File: config.mk
export PLATFORM = sky130hd
export DESIGN_NAME = sr_latch_driver_flat
export DESIGN_NICKNAME = d
export VERILOG_FILES = /design/src/rtl/sr_drv_pkg.sv /design/src/rtl/sr_latch_driver_if.sv /design/src/rtl/sr_phase_timer.sv /design/src/rtl/sr_latch_driver.sv /design/src/flat_wrapper.sv
export SDC_FILE = /design/constraint.sdc
export NUM_CORES = 1
export LEC_CHECK = 0
export BUFFER_PORTS_ARGS = -buffer_cell sky130_fd_sc_hd__buf_2
export CAP_MARGIN = 20
export CORE_MARGIN = 3
export CORE_UTILIZATION = 50
export DETAILED_ROUTE_END_ITERATION = 12
export GPL_TIMING_DRIVEN = 0
export PLACE_DENSITY = 0.72
export SYNTH_ARGS = -nofsm -noshare
export SYNTH_HDL_FRONTEND = slang
export SYNTH_SLANG_ARGS = --single-unit
export TNS_END_PERCENT = 30
File: constraint.sdc
create_clock -name clk -period 1.7 [get_ports clk]
set_input_delay 0.255 -clock clk [delete_from_list [all_inputs] [get_ports clk]]
set_output_delay 0.255 -clock clk [all_outputs]
set_load 0.005 [all_outputs]
File: src/rtl/sr_drv_pkg.sv
// Shared types and constants for the SR latch driver.
package sr_drv_pkg;

    typedef enum logic [1:0] {
        IDLE   = 2'd0,
        PULSE  = 2'd1,
        SETTLE = 2'd2,
        GAP    = 2'd3
    } state_t;

    localparam logic OP_CLR = 1'b0;
    localparam logic OP_SET = 1'b1;

    function automatic int max3(input int a, input int b, input int c);
        int m;
        m = (a > b) ? a : b;
        return (m > c) ? m : c;
    endfunction

endpackage

File: src/rtl/sr_latch_driver_if.sv
// Command handshake between control logic and the SR latch driver.
interface sr_latch_driver_if;
    logic cmd_valid;
    logic cmd_op;
    logic cmd_ready;

    modport master (output cmd_valid, output cmd_op, input cmd_ready);
    modport slave  (input cmd_valid, input cmd_op, output cmd_ready);
endinterface

File: src/rtl/sr_phase_timer.sv
// Loadable down-counter with a zero flag; shared by every timed FSM state.
module sr_phase_timer #(
    parameter int W = 2
) (
    input  logic         clk,
    input  logic         rst,
    input  logic         load,
    input  logic [W-1:0] load_val,
    output logic         zero
);

    logic [W-1:0] count_reg;

    always_ff @(posedge clk) begin
        if (rst) begin
            count_reg <= '0;
        end else if (load) begin
            count_reg <= load_val;
        end else if (count_reg != '0) begin
            count_reg <= count_reg - 1'b1;
        end
    end

    assign zero = (count_reg == '0);

endmodule

File: src/rtl/sr_latch_driver.sv
// Clocked strobe driver and readback checker for a NAND SR latch.
// Optional macro SR_DRV_INIT_CLEAR_EN: self-issue a clear after every reset.
module sr_latch_driver
    import sr_drv_pkg::*;
#(
    parameter int PULSE_W  = 4,
    parameter int SETTLE_W = 2,
    parameter int GAP_W    = 2
) (
    input  logic               clk,
    input  logic               rst,
    sr_latch_driver_if.slave   cmd,
    input  logic               fault_clr,
    input  logic               q_in,
    input  logic               qbar_in,
    output logic               Sbar,
    output logic               Rbar,
    output logic               done,
    output logic               mismatch,
    output logic               fault,
    output logic               q_exp,
    output logic               q_known
);

    localparam int CNT_W = $clog2(max3(PULSE_W, SETTLE_W, GAP_W) + 1);
    // Timer holds (cycles - 1) so zero marks the final cycle of a state.
    localparam logic [CNT_W-1:0] PULSE_LOAD  = CNT_W'(PULSE_W - 1);
    localparam logic [CNT_W-1:0] SETTLE_LOAD = CNT_W'(SETTLE_W - 1);
    localparam logic [CNT_W-1:0] GAP_LOAD    = CNT_W'((GAP_W > 0) ? GAP_W - 1 : 0);

    state_t           state_reg, state_next;
    logic             op_reg, op_next;
    logic             timer_load;
    logic [CNT_W-1:0] timer_val;
    logic             timer_zero;
    logic             start;
    logic             start_op;
    logic             sample;
    logic             ok;
    logic             sbar_next, rbar_next;

    sr_phase_timer #(.W(CNT_W)) u_timer (
        .clk      (clk),
        .rst      (rst),
        .load     (timer_load),
        .load_val (timer_val),
        .zero     (timer_zero)
    );

`ifdef SR_DRV_INIT_CLEAR_EN
    logic init_pending_reg;

    always_ff @(posedge clk) begin
        if (rst) begin
            init_pending_reg <= 1'b1;
        end else if (state_reg == IDLE) begin
            init_pending_reg <= 1'b0;
        end
    end

    assign cmd.cmd_ready = (state_reg == IDLE) && !rst && !init_pending_reg;
    assign start         = (state_reg == IDLE) && !rst && (init_pending_reg || cmd.cmd_valid);
    assign start_op      = init_pending_reg ? OP_CLR : cmd.cmd_op;
`else
    assign cmd.cmd_ready = (state_reg == IDLE) && !rst;
    assign start         = cmd.cmd_ready && cmd.cmd_valid;
    assign start_op      = cmd.cmd_op;
`endif

    always_ff @(posedge clk) begin
        if (rst) begin
            state_reg <= IDLE;
            op_reg    <= OP_CLR;
        end else begin
            state_reg <= state_next;
            op_reg    <= op_next;
        end
    end

    always_comb begin
        state_next = state_reg;
        op_next    = op_reg;
        timer_load = 1'b0;
        timer_val  = '0;
        sample     = 1'b0;
        case (state_reg)
            IDLE: begin
                if (start) begin
                    state_next = PULSE;
                    op_next    = start_op;
                    timer_load = 1'b1;
                    timer_val  = PULSE_LOAD;
                end
            end
            PULSE: begin
                if (timer_zero) begin
                    state_next = SETTLE;
                    timer_load = 1'b1;
                    timer_val  = SETTLE_LOAD;
                end
            end
            SETTLE: begin
                if (timer_zero) begin
                    sample = 1'b1;
                    if (GAP_W > 0) begin
                        state_next = GAP;
                        timer_load = 1'b1;
                        timer_val  = GAP_LOAD;
                    end else begin
                        state_next = IDLE;
                    end
                end
            end
            GAP: begin
                if (timer_zero) begin
                    state_next = IDLE;
                end
            end
            default: state_next = IDLE;
        endcase
    end

    // Strobes follow the next state so they go low in the very first PULSE cycle.
    assign sbar_next = !((state_next == PULSE) && (op_next == OP_SET));
    assign rbar_next = !((state_next == PULSE) && (op_next == OP_CLR));
    assign ok        = (q_in == op_reg) && (qbar_in == !op_reg);

    always_ff @(posedge clk) begin
        if (rst) begin
            Sbar     <= 1'b1;
            Rbar     <= 1'b1;
            done     <= 1'b0;
            mismatch <= 1'b0;
            fault    <= 1'b0;
            q_exp    <= 1'b0;
            q_known  <= 1'b0;
        end else begin
            Sbar     <= sbar_next;
            Rbar     <= rbar_next;
            done     <= sample;
            mismatch <= sample && !ok;
            if (sample) begin
                q_exp   <= op_reg;
                q_known <= 1'b1;
            end
            if (sample && !ok) begin
                fault <= 1'b1;
            end else if (fault_clr) begin
                fault <= 1'b0;
            end
        end
    end

endmodule
File: src/flat_wrapper.sv
// flat-port wrapper written by rule: the top's interface ports become plain ports
module sr_latch_driver_flat import sr_drv_pkg::*;
#(
    parameter int PULSE_W  = 4,
    parameter int SETTLE_W = 2,
    parameter int GAP_W    = 2
)
  (clk, rst, fault_clr, q_in, qbar_in, Sbar, Rbar, done, mismatch, fault, q_exp, q_known, cmd_cmd_valid, cmd_cmd_op, cmd_cmd_ready);
  sr_latch_driver_if cmd_i ();
  input  logic clk;
  input  logic rst;
  input  logic fault_clr;
  input  logic q_in;
  input  logic qbar_in;
  output logic Sbar;
  output logic Rbar;
  output logic done;
  output logic mismatch;
  output logic fault;
  output logic q_exp;
  output logic q_known;
  input wire logic [$bits(cmd_i.cmd_valid)-1:0] cmd_cmd_valid;
  input wire logic [$bits(cmd_i.cmd_op)-1:0] cmd_cmd_op;
  output wire logic [$bits(cmd_i.cmd_ready)-1:0] cmd_cmd_ready;
  assign cmd_i.cmd_valid = cmd_cmd_valid;
  assign cmd_i.cmd_op = cmd_cmd_op;
  assign cmd_cmd_ready = cmd_i.cmd_ready;
  sr_latch_driver #(.PULSE_W(PULSE_W), .SETTLE_W(SETTLE_W), .GAP_W(GAP_W)) u_core (.clk(clk), .rst(rst), .cmd(cmd_i), .fault_clr(fault_clr), .q_in(q_in), .qbar_in(qbar_in), .Sbar(Sbar), .Rbar(Rbar), .done(done), .mismatch(mismatch), .fault(fault), .q_exp(q_exp), .q_known(q_known));
endmodule
==> impl_metrics.toml, run 1 <==
[setup_path]
required_ps = 1860
cp_slowest_cell = "a2111oi_1"
worst_ep_arrival_time_ps = 1670
critPathMaxFanout = 4
reg2reg_from = "u_core.state_reg[0]$_SDFF_PP0_"
crit_path_start_kind = "register"
path_cells = "inv_1 -> ha_1 -> a2111oi_1 -> a21o_1 -> nand3b_1"
end_kind = "register"
worst_path_largest_cell_delay_ps = 410
crit_start = "u_core.state_reg[0]$_SDFF_PP0_"
crit_type = "register to register"

[sta]
fin_skew_ps = 2.63
finalMaxSlewViolations = 0
fmax_mhz = 663
hold_viol = 0
final-setup-viol-count = 0
fin_setup_tns_ps = 0
worst_slack_ps = 191
rsz0062_at_grt = "false"
tightestPinTransition_ps = 464
min_period_ps = 1510
timing.hold.ws_ps = 199
finalCritPeriodShare_pct = 88.8
relSlewSlack_pct = 69.1

[run]
maxCapViolCount = 0

[clocking]
holdBufCountCts = 0
cts_tree = "built"
clock_path_buffers = 2
clk_latency_ps = 280
cts.sink_count = 13
cts_setup_buffers = 0
htreeDepth = 1
cts_root_buffer = "clkbuf_4"
numCtsBuffers = 3
cts.repair.resized = 0
clkTransAtPathRegs_ps = 70

[floorplanning]
rows = 12
core_sq_um = 1170
die_area_sq_um = 1780
num_io_pins = 15
die_w_microns = 42.1
die_h_microns = 42.1
initial_core_util_pct = 55.8

[placement]
dp.cells = 97
io_buffers = 14
dp_hpwl_microns = 917
routabilityCongestion = 0.754
place_ws_ps = 196

[synthesis]
synthesis.nets = 83
ys_ff_latch = 13
syn_area_sq_um = 653
synth_area_per_cell_sq_um = 9.47
synth-seq-area-share_pct = 39.8
yosys_warnings = 0
ys_types = 27
syn_inst = 69

[hold_path]
hp-class = "primary input to register"
worstHoldStart = "qbar_in"

[detailed_routing]
drtIter0Drc = 5
drc_errors = 0
postRouteAntennaNets = 0
drtPass1Iterations = 4
wl_per_cell_microns = 11.1
via_per_inst = 5.15
drt_wl_total_mm = 1.13
vias = 520

[global_route]
grt_pass1_vias = 502
grt_pass1_wl_mm = 1.97
grt_max_degree = 11
globalRouteOverflowTotal = 0
antenna_found_initial = 0
track_usage_pct = 14.4

[power_and_ir_drop]
p_leak_nw = 0.364
p_per_area_nw_per_um2 = 1680
peakVddDrop_mv = 1.05

[run_status]
status = "finished clean"

[layout]
n_antenna_cell = 0
largest_reg_flops = 3
utilization_pct = 65.6
fin_nets = 102
area_growth_pct = 17.6
fillers = 102
drive_gt1_share_pct = 27.6
final_cells = 101
[per-layer routing]
metal	global-route usage, %	up-vias	routed length (microns)
li1	-	268	-
met1	16.3	243	502
met2	24.7	7	568
met3	7.73	2	48
met4	1.86	0	6
met5	0	-	0
[power breakdown]
part	total, W	leakage, nW	internal [W]	switching, W
Sequential	0.000439	0.106	0.000389	0.0000500
Clock	0.000186	0.0177	0.0000873	0.0000986
Combinational	0.000670	0.241	0.000295	0.000375
Total	0.00129	0.364	0.000771	0.000524
[layout make-up]
class	count	area, sq um	share of cell area (%)
clock buffers	3	22.5	2.93
clock inverters	1	5.00	0.651
plain buffers	2	15.0	1.95
inverters	5	18.8	2.44
multi-input cells	49	359	46.7
repair buffers	14	70.1	9.12
flip-flops and latches	13	260	33.9
well taps	14	17.5	2.28
[logic make-up after synthesis]
logic type                 share of synthesized area, %
AOI/OAI and AO/OA                                  18.0
adders and majority gates                          13.4
buffers and inverters                              5.17
xor gates and xnor gates                           1.34
DFF                                                39.8
muxes                                              1.53
and+or+nand+nor                                    20.7
[placed cells by master (no fill, tap or decap), drive strengths merged, types with 2 or more instances in the layout]
master and n:
nand2 5, nor2b 2, nand2b 2, dfxtp 13, clkbuf 4, ha 7, nor2 10, nand3 3
inv 5, a21oi 5, a2111oi 2, buf 15, a21o 2, o21ai 3
[through the flow]
stage                     total power (W)  cell area [sq um]
final                             0.00129                768
after global routing              0.00142                768
after CTS                         0.00132                768
after detailed placement          0.00112                741
after global placement            0.00110                741
after floorplan                  0.000972                653
[cells in the mapped netlist (all sizes together)]
cell type  instances  area, sq um
a2111oi            2         37.5
a21o               2         15.0
a21oi              5         28.8
a221oi             1         15.0
a31oi              1         6.26
and3               1         6.26
buf                1         11.3
clkbuf             1         3.75
dfxtp             13          260
ha                 7         87.6
inv                5         18.8
mux2i              1         10.0
nand2              5         26.3
nand2b             2         12.5
nand3              3         15.0
nand3b             1         7.51
nand4b             1         8.76
nor2              10         37.5
nor2b              2         15.0
o21ai              3         15.0
or2                1         6.26
xor2               1         8.76
[worst max-delay path, delay by kind of cell (launching register included)]
| kind | cells | cell delay [ps] |
|---|---|---|
| buffers and inverters | 1 | 100 |
| DFF | 1 | 400 |
| and+or+nand+nor | 1 | 80 |
| adders and majority gates | 1 | 250 |
| AOI/OAI and AO/OA | 2 | 570 |
[path summary, 6_finish.rpt]
kind,to,slack [ps],depth (start not counted)
setup / recovery,u_core.Sbar$_SDFF_PP1_,190,5
hold / removal,u_core.mismatch$_SDFF_PP0_,200,2
setup reg to reg,u_core.Sbar$_SDFF_PP1_,190,5
hold reg to reg,u_core.fault$_SDFFE_PP0P_,450,1
Power figures use the tool's default switching activity.
==> run 2: changes to the inputs <==
--- a/config.mk
+++ b/config.mk
@@ -12,6 +12,7 @@
 export DETAILED_ROUTE_END_ITERATION = 12
 export GPL_TIMING_DRIVEN = 0
 export PLACE_DENSITY = 0.72
+export REMOVE_ABC_BUFFERS = 1
 export SYNTH_ARGS = -nofsm -noshare
 export SYNTH_HDL_FRONTEND = slang
 export SYNTH_SLANG_ARGS = --single-unit
==> run 2 against run 1 <==
  * Sequential share of layout area grew 0.22 points
  * Clock power is essentially flat
  * Worst hold slack better by 17 ps
  * Via count fell by 1.5%
  * Largest cell class unchanged
==> impl_metrics.toml, run 2 (same netlist as run 1, synthesis figures left out) <==
[setup_path]
path_depth = 4
path_cells = "inv_1 -> ha_1 -> nor2b_1 -> buf_2"
crit_start = "u_core.state_reg[0]$_SDFF_PP0_"
crit_path_start_kind = "register"
reg2reg_slack_ps = 170
crit_path_end = "cmd_cmd_ready"
reg2reg_depth = 6
timing.rr.end = "u_core.Rbar$_SDFF_PP1_"
end_kind = "output port"
worst_ep_arrival_time_ps = 1280
critPathBufInv = 2
reg2reg_from = "u_core.u_timer.count_reg[0]$_SDFFE_PP0P_"
crit_type = "register to output port"
worst_path_largest_cell_delay_ps = 410
crit_family = "flip-flops"
required_ps = 1440
critPathMaxFanout = 4
cp_slowest_cell = "dfxtp_1"

[floorplanning]
core_sq_um = 1170
die_area_sq_um = 1780
initial_core_util_pct = 55.8
die_h_microns = 42.1
rows = 12
num_io_pins = 15
die_w_microns = 42.1

[power_and_ir_drop]
peakVddDrop_mv = 1.04
combPwrFrac_pct = 51.5
clock_power_share_pct = 14.4
p_per_area_nw_per_um2 = 1700
p_leak_nw = 0.363
power.switching_w = 0.000536
p_int_w = 0.000762
swShare_pct = 41.3
seqPwrFrac_pct = 34.1

[placement]
place_ws_ps = 39.7
io_buffers = 14
dp_hpwl_microns = 934
routabilityCongestion = 0.733
postPlaceCellArea_sq_um = 726

[run_status]
status = "finished clean"

[layout]
n_antenna_cell = 0
area_growth_pct = 16.9
final_cell_mix = "14 x buf_2, 13 x dfxtp_1, 10 x nor2_1, 7 x ha_1, 5 x inv_1"
final_area_sq_um = 763
drive_gt1_share_pct = 28.2
final_common_cell = "buf_2"
largest_reg_flops = 3
utilization_pct = 65.2
fin_nets = 100

[detailed_routing]
drc_errors = 0
drtPass1Iterations = 4
wl_per_cell_microns = 11.7
drtIter0Drc = 6
vias = 512
drt_wl_total_mm = 1.16
postRouteAntennaNets = 0
via_per_inst = 5.17

[run]
maxCapViolCount = 0

[global_route]
track_usage_pct = 15.6
grt_pass1_wl_mm = 2.08
globalRouteOverflowTotal = 0
grt_pass1_vias = 521
grt_max_degree = 14
antenna_found_initial = 0

[clocking]
clk_latency_ps = 280
numCtsBuffers = 3
cts_root_buffer = "clkbuf_4"
cts.sink_count = 13
cts_setup_buffers = 0
holdBufCountCts = 0
clkTransAtPathRegs_ps = 70
clock_path_buffers = 2
htreeDepth = 1
cts_tree = "built"

[sta]
fmax_mhz = 652
timing.hold.ws_ps = 216
fin_skew_ps = 4.66
worst_slack_ps = 167
rsz0062_at_grt = "false"
hold_viol = 0
relSlewSlack_pct = 83.2
final-setup-viol-count = 0
finalCritPeriodShare_pct = 90.2
finalMaxSlewViolations = 0
fin_setup_tns_ps = 0
min_period_ps = 1530
tightestPinTransition_ps = 245

[hold_path]
worstHoldStart = "qbar_in"
hp-class = "primary input to register"
run 2: cell count changes in the layout (fill, tap and decap cells not counted):
cell,change
nor2b_4,+1
clkbuf_1,-1
a2111oi_2,+1
a2111oi_1,-1
buf_6,-1
nor2b_2,-1
run 2: how the worst min path moves through the flow:
stage                            endpoint  depth (start not counted)
5_1_grt        u_core.mismatch$_SDFF_PP0_                          2
6_report       u_core.mismatch$_SDFF_PP0_                          2
2_1_floorplan  u_core.mismatch$_SDFF_PP0_                          1
3_3_place_gp    u_core.fault$_SDFFE_PP0P_                          1
3_5_place_dp    u_core.q_exp$_SDFFE_PP0P_                          2
4_1_cts        u_core.mismatch$_SDFF_PP0_                          2
run 2: repair_timing:
| item | in CTS | in global routing |
|---|---|---|
| hold endpoints to repair | 0 | 0 |
| setup endpoints to repair | 0 | 5 |
| gates resized for setup | 0 | 2 |
run 2: per-stage QoR:
| stage | total power (W) | instances |
|---|---|---|
| floorplan | 0.000929 | 67 |
| global placement | 0.00106 | 95 |
| detailed placement | 0.00109 | 95 |
| CTS | 0.00128 | 99 |
| global route | 0.00144 | 99 |
| finish | 0.00130 | 99 |
run 2: area by class of cell:
class	instances	area (sq um)
fillers	104	408
multi-input cells	49	369
flip-flops and latches	13	260
repair buffers	14	70.1
clock buffers	3	22.5
inverters	5	18.8
well taps	14	17.5
clock inverters	1	5.00
run 2: power groups by stage:
stage / Sequential, W / Clock [W] / Combinational [W]
after detailed placement: 0.000447 / 0 / 0.000639
after global routing: 0.000456 / 0.000209 / 0.000773
after floorplan: 0.000443 / 0 / 0.000487
after CTS: 0.000440 / 0.000194 / 0.000643
after global placement: 0.000444 / 0 / 0.000612
final: 0.000443 / 0.000186 / 0.000668
run 2: routing by layer:
layer / vias up / track usage (%) / share of wire (%)
li1: 267 / - / -
met4: 0 / 4.35 / 0.69
met5: - / 0 / 0
met3: 2 / 7.73 / 6.9
met2: 13 / 27.8 / 48
met1: 230 / 15.9 / 44
==> run 3: changes to the inputs <==
--- a/config.mk
+++ b/config.mk
@@ -5,13 +5,13 @@
 export SDC_FILE = /design/constraint.sdc
 export NUM_CORES = 1
 export LEC_CHECK = 0
-export BUFFER_PORTS_ARGS = -buffer_cell sky130_fd_sc_hd__buf_2
 export CAP_MARGIN = 20
 export CORE_MARGIN = 3
 export CORE_UTILIZATION = 50
 export DETAILED_ROUTE_END_ITERATION = 12
+export DONT_BUFFER_PORTS = 1
 export GPL_TIMING_DRIVEN = 0
-export PLACE_DENSITY = 0.72
+export PLACE_DENSITY = 0.62
 export REMOVE_ABC_BUFFERS = 1
 export SYNTH_ARGS = -nofsm -noshare
 export SYNTH_HDL_FRONTEND = slang
==> run 3 against run 2 <==
  * Critical path depth is 1 higher
  * Worst hold slack got worse by 180 ps
  * Global-route usage down 2.1 points
  * Die area unchanged
  * Routed wire length decreased by 11%
  * Critical endpoint is now u_core.Rbar$_SDFF_PP1_
  * Largest power group unchanged
==> impl_metrics.toml, run 3 (same netlist as run 1, synthesis figures left out) <==
[setup_path]
reg2reg_depth = 5
crit_start = "u_core.state_reg[0]$_SDFF_PP0_"
crit_path_end = "u_core.Rbar$_SDFF_PP1_"
required_ps = 1850
crit_type = "register to register"
path_cells = "inv_1 -> ha_1 -> a2111oi_2 -> a21o_1 -> nand3_1"
critPathMaxFanout = 4
reg2reg_from = "u_core.state_reg[0]$_SDFF_PP0_"
worst_ep_arrival_time_ps = 1670
worst_path_largest_cell_delay_ps = 400
reg2reg_slack_ps = 170
cp_slowest_cell = "dfxtp_1"
end_kind = "register"
timing.rr.end = "u_core.Rbar$_SDFF_PP1_"
crit_path_start_kind = "register"

[clocking]
clock_path_buffers = 2
cts_root_buffer = "clkbuf_4"
clkTransAtPathRegs_ps = 70
clk_latency_ps = 270
numCtsBuffers = 3
cts_tree = "built"
cts.sink_count = 13
htreeDepth = 1

[layout]
final_area_sq_um = 692
n_antenna_cell = 0
seqCellArea_sq_um = 260
fillers = 113
drive_gt1_share_pct = 12.7
fin_nets = 86
final_common_cell = "dfxtp_1"
final_cell_mix = "13 x dfxtp_1, 10 x nor2_1, 7 x ha_1, 5 x inv_1"
area_growth_pct = 5.94
multiInputGateArea_sq_um = 369
largest_reg_flops = 3
final_cells = 85

[power_and_ir_drop]
totalPowerFinal_w = 0.00125
clock_power_share_pct = 14.6
p_int_w = 0.000739
p_per_area_nw_per_um2 = 1810
power.switching_w = 0.000511
swShare_pct = 40.9
combPwrFrac_pct = 49.3
peakVddDrop_mv = 0.942
p_leak_nw = 0.300
seqPwrFrac_pct = 36.1

[floorplanning]
num_io_pins = 15
die_area_sq_um = 1780
initial_core_util_pct = 55.8
core_sq_um = 1170
rows = 12
die_h_microns = 42.1
die_w_microns = 42.1

[sta]
fin_skew_ps = 0.663
relSlewSlack_pct = 78.2
final-setup-viol-count = 0
rsz0062_at_grt = "false"
fin_setup_tns_ps = 0
finalCritPeriodShare_pct = 89.9
fmax_mhz = 654
tightestPinTransition_ps = 326
min_period_ps = 1530
finalMaxSlewViolations = 0
hold_viol = 0
timing.hold.ws_ps = 39.3

[global_route]
grt_pass1_wl_mm = 1.73
track_usage_pct = 13.4
globalRouteOverflowTotal = 0
grt_pass1_vias = 423
antenna_found_initial = 0
grt_max_degree = 14

[detailed_routing]
drc_errors = 0
via_per_inst = 5.33
wl_per_cell_microns = 12.1
drtIter0Drc = 10
postRouteAntennaNets = 0
drt_wl_total_mm = 1.03
drtPass1Iterations = 4
vias = 453

[placement]
postPlaceCellArea_sq_um = 656
dp_hpwl_microns = 790
dp.cells = 81
routabilityCongestion = 0.644
io_buffers = 0

[run_status]
status = "finished clean"

[hold_path]
hp-class = "primary input to register"
whs_path_depth = 1

[run]
maxCapViolCount = 0
## run 3: cell count changes in the layout (fill, tap and decap cells not counted)
cell | before | now
buf_2 | 14 | 0
clkbuf_1 | 0 | 1
clkinv_2 | 1 | 0
## run 3: final cells by class
class	count	share of cell area [%]
inverters	5	2.71
flip-flops and latches	13	37.6
clock buffers	4	3.80
well taps	14	2.53
multi-input cells	49	53.3
## run 3: timing repair
action / in CTS / in global routing
hold buffers: 0 / 0
setup buffers: 0 / 0
gates resized for setup: 0 / 2
hold endpoints to repair: 0 / 0
endpoints found under the setup margin: 0 / 3
## run 3: power by group through the flow
stage / logic [W] / registers (W) / clock network (W)
4_1_cts: 0.000593 / 0.000449 / 0.000189
5_1_grt: 0.000698 / 0.000466 / 0.000207
3_5_place_dp: 0.000584 / 0.000455 / 0
6_report: 0.000617 / 0.000451 / 0.000182
3_3_place_gp: 0.000575 / 0.000456 / 0
2_1_floorplan: 0.000487 / 0.000443 / 0
## run 3: worst min-delay path by stage
| stage | from | to | slack [ps] |
|---|---|---|---|
| 5_1_grt | rst | u_core.mismatch$_SDFF_PP0_ | 20 |
| 4_1_cts | rst | u_core.mismatch$_SDFF_PP0_ | 40 |
| 3_3_place_gp | rst | u_core.u_timer.count_reg[1]$_SDFFE_PP0P_ | 330 |
| 2_1_floorplan | rst | u_core.mismatch$_SDFF_PP0_ | 320 |
| 3_5_place_dp | rst | u_core.mismatch$_SDFF_PP0_ | 330 |
| 6_report | rst | u_core.mismatch$_SDFF_PP0_ | 40 |
## run 3: critical path, delay by kind of cell, from the launching register on
kind / cells / cell delay, ps
adders and majority gates: 1 / 260
buffers and inverters: 1 / 100
DFF: 1 / 400
and+or+nand+nor: 1 / 80
AOI/OAI and AO/OA: 2 / 550
## run 3: metal layers
metal	GRT usage [%]	vias to the layer above	share of wire, %
li1	-	238	-
met4	11.2	0	2.9
met3	5.58	4	7.3
met1	16.1	197	48
met5	0	-	0
met2	18.2	14	41
## run 3: per-stage QoR
stage | util, % | setup slack, ps
global placement | 56.0 | 67.8
floorplan | - | 236
finish | 59.1 | 171
global route | 59.1 | 40.9
detailed placement | 56.0 | 46.0
CTS | 58.2 | 27.7
